### config.mk
export PLATFORM = sky130hd
export DESIGN_NAME = motor_pwm_driver
export DESIGN_NICKNAME = d
export VERILOG_FILES = /design/src/rtl/motor_pkg.sv /design/src/rtl/motor_pwm_channel.sv /design/src/rtl/motor_pwm_driver.sv
export SDC_FILE = /design/constraint.sdc
export NUM_CORES = 1
export LEC_CHECK = 0
export BUFFER_PORTS_ARGS = -buffer_cell sky130_fd_sc_hd__buf_2
export CAP_MARGIN = 20
export CORE_MARGIN = 4
export CORE_UTILIZATION = 31
export DETAILED_ROUTE_END_ITERATION = 8
export PLACE_DENSITY_LB_ADDON = 0.1
export SKIP_LAST_GASP = 1
export SYNTH_ARGS = -nofsm -noshare
export SYNTH_HDL_FRONTEND = slang
export SYNTH_SLANG_ARGS = --single-unit
export TNS_END_PERCENT = 30
### constraint.sdc
create_clock -name clk -period 5.08 [get_ports clk]
set_input_delay 0.508 -clock clk [delete_from_list [all_inputs] [get_ports clk]]
set_output_delay 0.508 -clock clk [all_outputs]
set_load 0.02 [all_outputs]
### src/rtl/motor_pkg.sv
// Shared types and helpers for the N-channel PWM H-bridge driver.
package motor_pkg;

   typedef enum logic [1:0] {IDLE, RUN, DEAD} ch_state_t;

   function automatic int sat_duty(input int count, input int period);
      return (count > period) ? period : count;
   endfunction

   // Move cur toward tgt by at most step, landing exactly on tgt when close enough.
   function automatic int ramp_toward(input int cur, input int tgt, input int step);
      if (tgt > cur) return ((tgt - cur) > step) ? cur + step : tgt;
      return ((cur - tgt) > step) ? cur - step : tgt;
   endfunction

endpackage

### src/rtl/motor_pwm_channel.sv
// One PWM H-bridge channel: shadowed command, IDLE/RUN/DEAD FSM and registered pins.
// MOTOR_RAMP_EN enables per-period duty ramping (bounded by RAMP_STEP).
module motor_pwm_channel
   import motor_pkg::*;
#(
   parameter int DUTY_W    = 7,
   parameter int PERIOD    = 100,
   parameter int DEADTIME  = 2,
   parameter int RAMP_STEP = 5,
   parameter int CNT_W     = 7
)(
   input  logic              clk,
   input  logic              reset,
   input  logic              i_tick,
   input  logic              i_boundary,
   input  logic [CNT_W-1:0]  i_pwmCnt,
   input  logic              i_cmdValid,
   input  logic              i_cmdSign,
   input  logic [DUTY_W-1:0] i_cmdCount,
   output logic              o_enable,
   output logic              o_inA,
   output logic              o_inB
);

   localparam int DEAD_W = $clog2(DEADTIME + 1);
`ifdef MOTOR_RAMP_EN
   localparam bit RAMP_EN = 1'b1;
`else
   localparam bit RAMP_EN = 1'b0;
`endif
   // Without ramping a full-period step makes every duty change immediate.
   localparam int STEP = RAMP_EN ? RAMP_STEP : PERIOD;

   ch_state_t          r_state;
   logic               r_pendSign;
   logic [DUTY_W-1:0]  r_pendDuty;
   logic               r_actSign;
   logic [DUTY_W-1:0]  r_actDuty;
   logic [DEAD_W-1:0]  r_deadCnt;
   logic               r_enable;
   logic               r_inA;
   logic               r_inB;

   ch_state_t          w_nextState;
   logic               w_nextSign;
   logic [DUTY_W-1:0]  w_nextDuty;
   logic [DEAD_W-1:0]  w_nextDead;
   logic               w_update;
   logic [DUTY_W-1:0]  w_cmdSat;
   logic [DUTY_W-1:0]  w_entryDuty;

   // i_boundary flags the last counter slot; the update happens on that slot's tick.
   assign w_update    = i_tick & i_boundary;
   assign w_cmdSat    = DUTY_W'(sat_duty(int'(i_cmdCount), PERIOD));
   assign w_entryDuty = DUTY_W'(sat_duty(int'(r_pendDuty), STEP));

   always_comb begin
      w_nextState = r_state;
      w_nextSign  = r_actSign;
      w_nextDuty  = r_actDuty;
      w_nextDead  = r_deadCnt;
      if (w_update) begin
         case (r_state)
            IDLE: begin
               if (r_pendDuty != '0) begin
                  w_nextState = RUN;
                  w_nextSign  = r_pendSign;
                  w_nextDuty  = w_entryDuty;
               end
            end
            RUN: begin
               if (r_pendSign != r_actSign) begin
                  if (!RAMP_EN || r_actDuty == '0) begin
                     w_nextState = DEAD;
                     w_nextDead  = DEAD_W'(DEADTIME - 1);
                  end else begin
                     w_nextDuty = DUTY_W'(ramp_toward(int'(r_actDuty), 0, STEP));
                  end
               end else if (r_pendDuty == '0 && (!RAMP_EN || r_actDuty == '0)) begin
                  w_nextState = IDLE;
               end else begin
                  w_nextDuty = DUTY_W'(ramp_toward(int'(r_actDuty), int'(r_pendDuty), STEP));
               end
            end
            DEAD: begin
               if (r_deadCnt != '0) begin
                  w_nextDead = r_deadCnt - 1'b1;
               end else if (r_pendDuty == '0) begin
                  w_nextState = IDLE;
               end else begin
                  w_nextState = RUN;
                  w_nextSign  = r_pendSign;
                  w_nextDuty  = w_entryDuty;
               end
            end
            default: ;
         endcase
      end
   end

   // Pins are registered from the current state and counter, giving one clk of latency.
   always_ff @(posedge clk) begin
      if (reset) begin
         r_state    <= IDLE;
         r_pendSign <= 1'b1;
         r_pendDuty <= '0;
         r_actSign  <= 1'b1;
         r_actDuty  <= '0;
         r_deadCnt  <= '0;
         r_enable   <= 1'b0;
         r_inA      <= 1'b0;
         r_inB      <= 1'b0;
      end else begin
         r_state   <= w_nextState;
         r_actSign <= w_nextSign;
         r_actDuty <= w_nextDuty;
         r_deadCnt <= w_nextDead;
         if (i_cmdValid) begin
            r_pendSign <= i_cmdSign;
            r_pendDuty <= w_cmdSat;
         end
         r_enable <= (r_state == RUN) && (int'(i_pwmCnt) < int'(r_actDuty));
         r_inA    <= (r_state == RUN) && r_actSign;
         r_inB    <= (r_state == RUN) && !r_actSign;
      end
   end

   assign o_enable = r_enable;
   assign o_inA    = r_inA;
   assign o_inB    = r_inB;

endmodule

### src/rtl/motor_pwm_driver.sv
// N-channel PWM H-bridge driver top: prescaler, shared PWM timebase and per-channel instances.
// Optional duty ramping is selected with MOTOR_RAMP_EN (see motor_pwm_channel).
module motor_pwm_driver
   import motor_pkg::*;
#(
   parameter int NUM_CH    = 2,
   parameter int DUTY_W    = 7,
   parameter int PERIOD    = 100,
   parameter int PRESC     = 48,
   parameter int DEADTIME  = 2,
   parameter int RAMP_STEP = 5
)(
   input  logic                     clk,
   input  logic                     reset,
   input  logic                     cmd_valid,
   input  logic [NUM_CH-1:0]        motor_sign,
   input  logic [NUM_CH*DUTY_W-1:0] motor_count,
   output logic [NUM_CH-1:0]        enable,
   output logic [NUM_CH-1:0]        in_a,
   output logic [NUM_CH-1:0]        in_b,
   output logic                     period_start
);

   localparam int CNT_W   = $clog2(PERIOD);
   localparam int PRESC_W = (PRESC > 1) ? $clog2(PRESC) : 1;

   logic [PRESC_W-1:0] r_presc;
   logic [CNT_W-1:0]   r_pwmCnt;
   logic               r_periodStart;
   logic               w_tick;
   logic               w_lastCnt;

   assign w_tick    = (r_presc == PRESC_W'(PRESC - 1));
   assign w_lastCnt = (r_pwmCnt == CNT_W'(PERIOD - 1));

   always_ff @(posedge clk) begin
      if (reset) begin
         r_presc       <= '0;
         r_pwmCnt      <= '0;
         r_periodStart <= 1'b0;
      end else begin
         r_presc <= w_tick ? '0 : r_presc + 1'b1;
         if (w_tick) begin
            r_pwmCnt <= w_lastCnt ? '0 : r_pwmCnt + 1'b1;
         end
         r_periodStart <= w_tick & w_lastCnt;
      end
   end

   assign period_start = r_periodStart;

   for (genvar g = 0; g < NUM_CH; g++) begin : g_ch
      motor_pwm_channel #(
         .DUTY_W    (DUTY_W),
         .PERIOD    (PERIOD),
         .DEADTIME  (DEADTIME),
         .RAMP_STEP (RAMP_STEP),
         .CNT_W     (CNT_W)
      ) u_ch (
         .clk        (clk),
         .reset      (reset),
         .i_tick     (w_tick),
         .i_boundary (w_lastCnt),
         .i_pwmCnt   (r_pwmCnt),
         .i_cmdValid (cmd_valid),
         .i_cmdSign  (motor_sign[g]),
         .i_cmdCount (motor_count[g*DUTY_W +: DUTY_W]),
         .o_enable   (enable[g]),
         .o_inA      (in_a[g]),
         .o_inB      (in_b[g])
      );
   end

endmodule

# Word level (Yosys, flattened, before mapping)
# Cells that the tools add are included.
# classes
n_reduce_logical,31
n_lt_le_gt_ge,12
n_bitwise,1
add_sub_neg,12
n_eq_ne,24
n_mux,61
# op_table
op,count
$mux W7,23
$gt A32 B8 Y1 const B,4
$pmux W7 S3,2
$sub A7 B7 Y8,4
$gt A7 B7 Y1 const B,4
$mux W2,12
$reduce_and A5 Y1,4
$mux W1,18
$ne A2 B2 Y1 const B,8
$add A7 B7 Y7 const B,2
$gt A7 B7 Y1,2
$logic_not A7 Y1,2
$lt A7 B7 Y1,2
$reduce_and A7 Y1,2
$reduce_bool A7 Y1,2
$sub A7 B7 Y7 const B,2
$ne A2 B1 Y1 const B,6
$pmux W2 S3,2
$reduce_bool A2 Y1,6
$pmux W2 S2,2
$reduce_and A4 Y1,2
$add A7 B1 Y7 const B,1
$eq A7 B7 Y1 const B,1
$add A6 B1 Y6 const B,1
13 further kinds,27
# totals
regBits,60
out_inout_bits,7
word_cells,162

# Longest topological paths before layout
# depth
ltp_word,10
ltp_mapped,13
ltp_nobuf,11

# Modules after synthesis
# Synthesis repeated with hierarchy kept, for this count alone.
# unflattened
hier_cells,614
area_unflattened_um2,5058.6
# modules_own_cells
module,instances,area_per_inst_um2,cells_per_inst
motor_pwm_channel,2,2212.1,271
motor_pwm_driver,1,634.4,72

# Least setup slack after synthesis
# Ideal clock, no wire load.
# synth_path
kind,reg-to-reg
from,register g_ch[1].u_ch.r_actDuty[4]
to,register g_ch[1].u_ch.r_actDuty[2]
period_less_slack_ns,2.913
setup_slack_ns,2.167
arrival_time_ns,2.780
stages_incl_launch_ff,14
required_ns,4.947
path_cell_list,dfxtp_1 > clkbuf_1 > inv_1 > ha_1 > buf_2 > and2_1 > o211a_1 > a211oi_2 > mux2i_1 > and3_1 > clkbuf_1 > o21a_2 > mux2i_1 > a311oi_1
# synth_via
elab_chain_cells,10
# synth_lines
item,line,source
from (decl),motor_pwm_channel.sv:38,logic [DUTY_W-1:0] r_actDuty;
from (signal assigned),motor_pwm_channel.sv:116,r_actDuty <= w_nextDuty;
branches (longest 6 deep; another with $gt A32 B8 Y1),n/a,
$mux W7 *,motor_pkg.sv:13,return ((cur - tgt) > step) ? cur - step : tgt;
$mux W7 *,motor_pwm_channel.sv:79,end else if (r_pendDuty == '0 && (!RAMP_EN || r_actDuty == '0)) begin
$mux W7 *,motor_pwm_channel.sv:72,if (r_pendSign != r_actSign) begin
$pmux W7 S3 *,motor_pwm_channel.sv:63,case (r_state)
# Every way passes the cells marked *. The select of a mux whose other input is x is not followed.
# A chain may end at the register's enable or synchronous reset.

# Worst setup path after layout
# layout_path
from,register r_presc[0]
to,register g_ch[1].u_ch.r_actDuty[6]
# layout_via
elab_chain_cells,3
# layout_lines
item,line,source
from (decl),motor_pwm_driver.sv:27,logic [PRESC_W-1:0] r_presc;
from (signal assigned),motor_pwm_driver.sv:42,r_presc <= w_tick ? '0 : r_presc + 1'b1;
$eq A6 B6 Y1,motor_pwm_driver.sv:33,assign w_tick = (r_presc == PRESC_W'(PRESC - 1));
$and A1 B1 Y1,motor_pwm_channel.sv:53,assign w_update = i_tick & i_boundary;
$reduce_and A7 Y1 (no source line),n/a,
# No other way between the ends.

==> run summary <==
WORST SETUP PATH
-------------------------------------------------------------------------------------------------
Required time at the worst-slack endpoint ..........................................      5.33 ns
Worst EP arrival ...................................................................      3.58 ns
Kind of cell adding the most delay to the critical path ............................ compound AO/OA/AOI/OAI gates
Largest fanout of any net on the critical path .....................................           11
Worst setup path category ..........................................................      reg2reg
Maximum single-stage delay on the critical path ....................................      0.58 ns
Worst Setup End Kind ...............................................................     register
Sort of element at the start of the critical path ..................................     register
Cells traversed along the worst timing path ........................................ ha_1, nand3_1, nor3b_2, inv_1, nor2_1, o211ai_1, a311oi_1, o2111ai_1, a22oi_1
Critical Path Slowest Stage Cell ................................................... sky130_fd_sc_hd__nor2_1
Total buffers and inverters traversed by the critical path .........................            1

PWR
-------------------------------------------------------------------------------------------------
Power density of the placed cells ..................................................   244 nW/um2
IR drop worst, VDD .................................................................   0.000119 V
Total power after layout ...........................................................      1.28 mW
Leakage Power ......................................................................      2.09 nW

CLOCK TREE
-------------------------------------------------------------------------------------------------
TritonCTS Buffers ..................................................................            9
Number of setup buffers added after CTS ............................................            0
Clock tree root buffer cell ........................................................ sky130_fd_sc_hd__clkbuf_16
Sink Count .........................................................................           60
Quantity of gates resized following cts ............................................            0
H-tree levels ......................................................................            3
CTS Buffer Depth ...................................................................            2
Clock transition at path regs ......................................................      0.05 ns
CTS Hold Buffers Added .............................................................            0
TritonCTS clock tree ...............................................................        built
Worst skew pair latency ............................................................      0.33 ns

ROUTE
-------------------------------------------------------------------------------------------------
Final WL ...........................................................................    12,400 um
Mean routed wirelength per cell ....................................................      15.6 um
Violation count after the first detailed-route iteration ...........................          278
DRC violation count after routing ..................................................            0
Drt first pass iters ...............................................................            4
Via total after detailed routing ...................................................        4,250
Post-route ant nets ................................................................            0
DR vias/cell .......................................................................         5.37

MIN PATH
-------------------------------------------------------------------------------------------------
Hold Path Class ....................................................................       in2reg

GRT
-------------------------------------------------------------------------------------------------
Vias in the first global route .....................................................        4,031
Total global routing track utilization .............................................        14.5%
Largest net degree at the start of global routing ..................................           51
Wire length of the first global-routing pass .......................................    20,700 um
Total overflow reported by the global router .......................................            0
Antenna violations before repair ...................................................            0

LOGIC SYNTHESIS
-------------------------------------------------------------------------------------------------
Cell taking the most area after synthesis .......................................... sky130_fd_sc_hd__dfxtp_1
Flip-flop and latch count after synthesis ..........................................           60
Most common cell in the synthesized netlist ........................................ sky130_fd_sc_hd__dfxtp_1
Dominant synthesized flop cell ..................................................... sky130_fd_sc_hd__dfxtp_1
Async SR Flop Fraction .............................................................           0%
Yosys warning total ................................................................            0
Post-Synthesis Net Count ...........................................................          671
Number of enable-type register cells in the synthesized netlist ....................            0
Largest cells by area after synthesis .............................................. sky130_fd_sc_hd__dfxtp_1 (25%), sky130_fd_sc_hd__ha_1 (15%), sky130_fd_sc_hd__a21oi_1 (4.9%)
Mean instance size in the synthesized netlist ......................................     7.98 um2
Sequential-to-total area share from yosys stat .....................................        25.3%
Most common library cells after synthesis .......................................... sky130_fd_sc_hd__dfxtp_1 (60), sky130_fd_sc_hd__ha_1 (56), sky130_fd_sc_hd__inv_1 (53)
Yosys top cell area share ..........................................................        25.3%
Post-Syn Instances .................................................................          594
Synthesized cell area ..............................................................     4740 um2
Number of distinct library cell variants in the gate-level netlist after synthesis .           71

PLACEMENT
-------------------------------------------------------------------------------------------------
Final estimated routing congestion in global placement .............................        0.794
I/O Buffers ........................................................................           25
Detailed placement HPWL ............................................................      9340 um
DP Worst Slack .....................................................................      1.71 ns

TIMING
-------------------------------------------------------------------------------------------------
Final period util ..................................................................        65.6%
Max Fclk ...........................................................................      300 MHz
Pin slew with the least headroom to its limit ......................................     0.757 ns
Accumulated negative setup slack ...................................................         0 ns
Final clock skew ...................................................................   0.00387 ns
Post-layout minimum cycle time .....................................................      3.33 ns
RSZ-0062 raised after global routing ...............................................           no
Final setup viols ..................................................................            0
Headroom to the max-slew limit .....................................................        49.3%
Final hold violation count .........................................................            0
Total count of max-transition violations in the final report .......................            0
Slack of the critical path .........................................................      1.75 ns

OUTCOME
-------------------------------------------------------------------------------------------------
Outcome ............................................................................ finished clean

CELLS AND AREA
-------------------------------------------------------------------------------------------------
# nets final .......................................................................          680
Fraction of layout instances using a drive strength above 1 ........................        8.88%
Total inserted antenna cells .......................................................            0
Utilization of the core after routing ..............................................        35.6%
Number of fill cells in the layout .................................................        1,527
Synthesis-to-finish area growth ....................................................        11.0%

FLOORPLANNING
-------------------------------------------------------------------------------------------------
Top-level I/O count ................................................................           26
Starting Density ...................................................................        32.1%
Horizontal extent of the die .......................................................       132 um
Die Span Y .........................................................................       132 um
Standard-cell row count ............................................................           44
Floorplan die area .................................................................   17,300 um2
Standard cell core area ............................................................   14,800 um2

RUN
-------------------------------------------------------------------------------------------------
Max_cap viols ......................................................................            0

## per-layer routing
layer / routed length, um / GRT usage [%]
met2: 5300 / 22.0
met3: 474 / 2.10
met5: 0 / 0
met1: 6410 / 21.0
met4: 176 / 5.08
## where the power goes
| part | switching (mW) | total (mW) | internal (mW) |
|---|---|---|---|
| logic | 0.0951 | 0.163 | 0.0681 |
| clock network | 0.221 | 0.626 | 0.405 |
| registers | 0.0146 | 0.495 | 0.481 |
## worst reg2reg max path: stages (launching register included)
cell,delay (ns)
sky130_fd_sc_hd__dfxtp_1,0.35
sky130_fd_sc_hd__ha_1,0.20
sky130_fd_sc_hd__nand3_1,0.13
sky130_fd_sc_hd__nor3b_2,0.56
sky130_fd_sc_hd__inv_1,0.15
sky130_fd_sc_hd__nor2_1,0.58
sky130_fd_sc_hd__o211ai_1,0.49
sky130_fd_sc_hd__a311oi_1,0.45
sky130_fd_sc_hd__o2111ai_1,0.16
sky130_fd_sc_hd__a22oi_1,0.19
## stage by stage
stage / cells / hold slack [ns] / area [um2]
6_report: 792 / 0.400 / 5260
5_1_grt: 792 / 0.418 / 5260
4_1_cts: 792 / 0.391 / 5260
3_5_place_dp: 776 / 0.458 / 4950
3_3_place_gp: 776 / 0.446 / 4950
2_1_floorplan: 594 / 0.432 / 4740
## worst paths after layout
check,cells past startpoint,startpoint,end,slack (ns)
worst min register to register,1,r_presc[0]$_SDFF_PP0_,r_presc[0]$_SDFF_PP0_,0.46
worst max register to register,9,r_presc[0]$_SDFF_PP0_,g_ch[1].u_ch.r_actDuty[6]$_SDFFE_PP0P_,1.75
worst min-delay path,3,motor_sign[1],g_ch[1].u_ch.r_pendSign$_SDFFE_PP1P_,0.40
worst max-delay path,9,r_presc[0]$_SDFF_PP0_,g_ch[1].u_ch.r_actDuty[6]$_SDFFE_PP0P_,1.75
## sequential cells by signal, summed over array words and instances, names as in the netlist
register,flops
g_ch.u_ch.r_state,4
g_ch.u_ch.r_actDuty,14
period_start,1
g_ch.u_ch.o_inB,2
r_pwmCnt,7
r_presc,6
g_ch.u_ch.r_pendDuty,14
g_ch.u_ch.r_actSign,2
g_ch.u_ch.o_enable,2
g_ch.u_ch.r_pendSign,2
g_ch.u_ch.o_inA,2
g_ch.u_ch.r_deadCnt,4
## cells by family after synthesis
kind of cell             Yosys count  share of synthesized area (%)
multiplexers                      13                           2.75
XOR/XNOR                          21                           3.88
adder cells (fa/ha/maj)           58                           15.6
buffers and inverters             81                           7.29
AND/OR/NAND/NOR                  202                           22.1
flip-flops                        60                           25.3
AO/OA/AOI/OAI                    159                           23.0
## final cells by class
cell class	instances	area [um2]	share of cell area, %
Clock buffer	12	256	4.88
Timing Repair Buffer	26	133	2.52
Tap cell	184	230	4.38
Clock inverter	4	47.5	0.904
Inverter	53	199	3.78
Multi-Input combinational cell	453	3190	60.7
Sequential cell	60	1200	22.8
## cells in the final DEF (no fill, tap or decap), types with 3 or more instances in the layout
cell / synthesis / final
sky130_fd_sc_hd__clkbuf_16: 0 / 9
sky130_fd_sc_hd__o22ai_1: 6 / 6
sky130_fd_sc_hd__o21ai_0: 24 / 24
sky130_fd_sc_hd__and3_1: 8 / 8
sky130_fd_sc_hd__mux2i_1: 13 / 13
sky130_fd_sc_hd__a2bb2oi_1: 4 / 4
sky130_fd_sc_hd__a31oi_1: 3 / 3
sky130_fd_sc_hd__nor2_1: 52 / 52
sky130_fd_sc_hd__o211ai_1: 10 / 10
sky130_fd_sc_hd__a211oi_1: 10 / 10
sky130_fd_sc_hd__dfxtp_1: 60 / 60
sky130_fd_sc_hd__o31a_1: 3 / 3
sky130_fd_sc_hd__a221oi_1: 5 / 5
sky130_fd_sc_hd__xnor2_1: 10 / 10
sky130_fd_sc_hd__nand2_1: 36 / 36
sky130_fd_sc_hd__a21o_1: 7 / 7
sky130_fd_sc_hd__nand2b_1: 15 / 15
sky130_fd_sc_hd__a21oi_1: 46 / 46
sky130_fd_sc_hd__nor3b_1: 3 / 3
sky130_fd_sc_hd__nor3_1: 19 / 19
sky130_fd_sc_hd__or3_1: 5 / 5
sky130_fd_sc_hd__o211a_1: 4 / 4
sky130_fd_sc_hd__nand3b_1: 5 / 5
sky130_fd_sc_hd__a22oi_1: 4 / 4
sky130_fd_sc_hd__nand4_1: 7 / 7
sky130_fd_sc_hd__nand3_1: 23 / 23
sky130_fd_sc_hd__nand4b_1: 4 / 4
sky130_fd_sc_hd__buf_2: 3 / 25
sky130_fd_sc_hd__nor2b_1: 8 / 8
sky130_fd_sc_hd__o21a_1: 6 / 6
sky130_fd_sc_hd__ha_1: 56 / 56
sky130_fd_sc_hd__inv_1: 53 / 53
sky130_fd_sc_hd__xor2_1: 11 / 11
sky130_fd_sc_hd__nor4_1: 3 / 3
No activity file was read; power rests on OpenSTA's default activity.
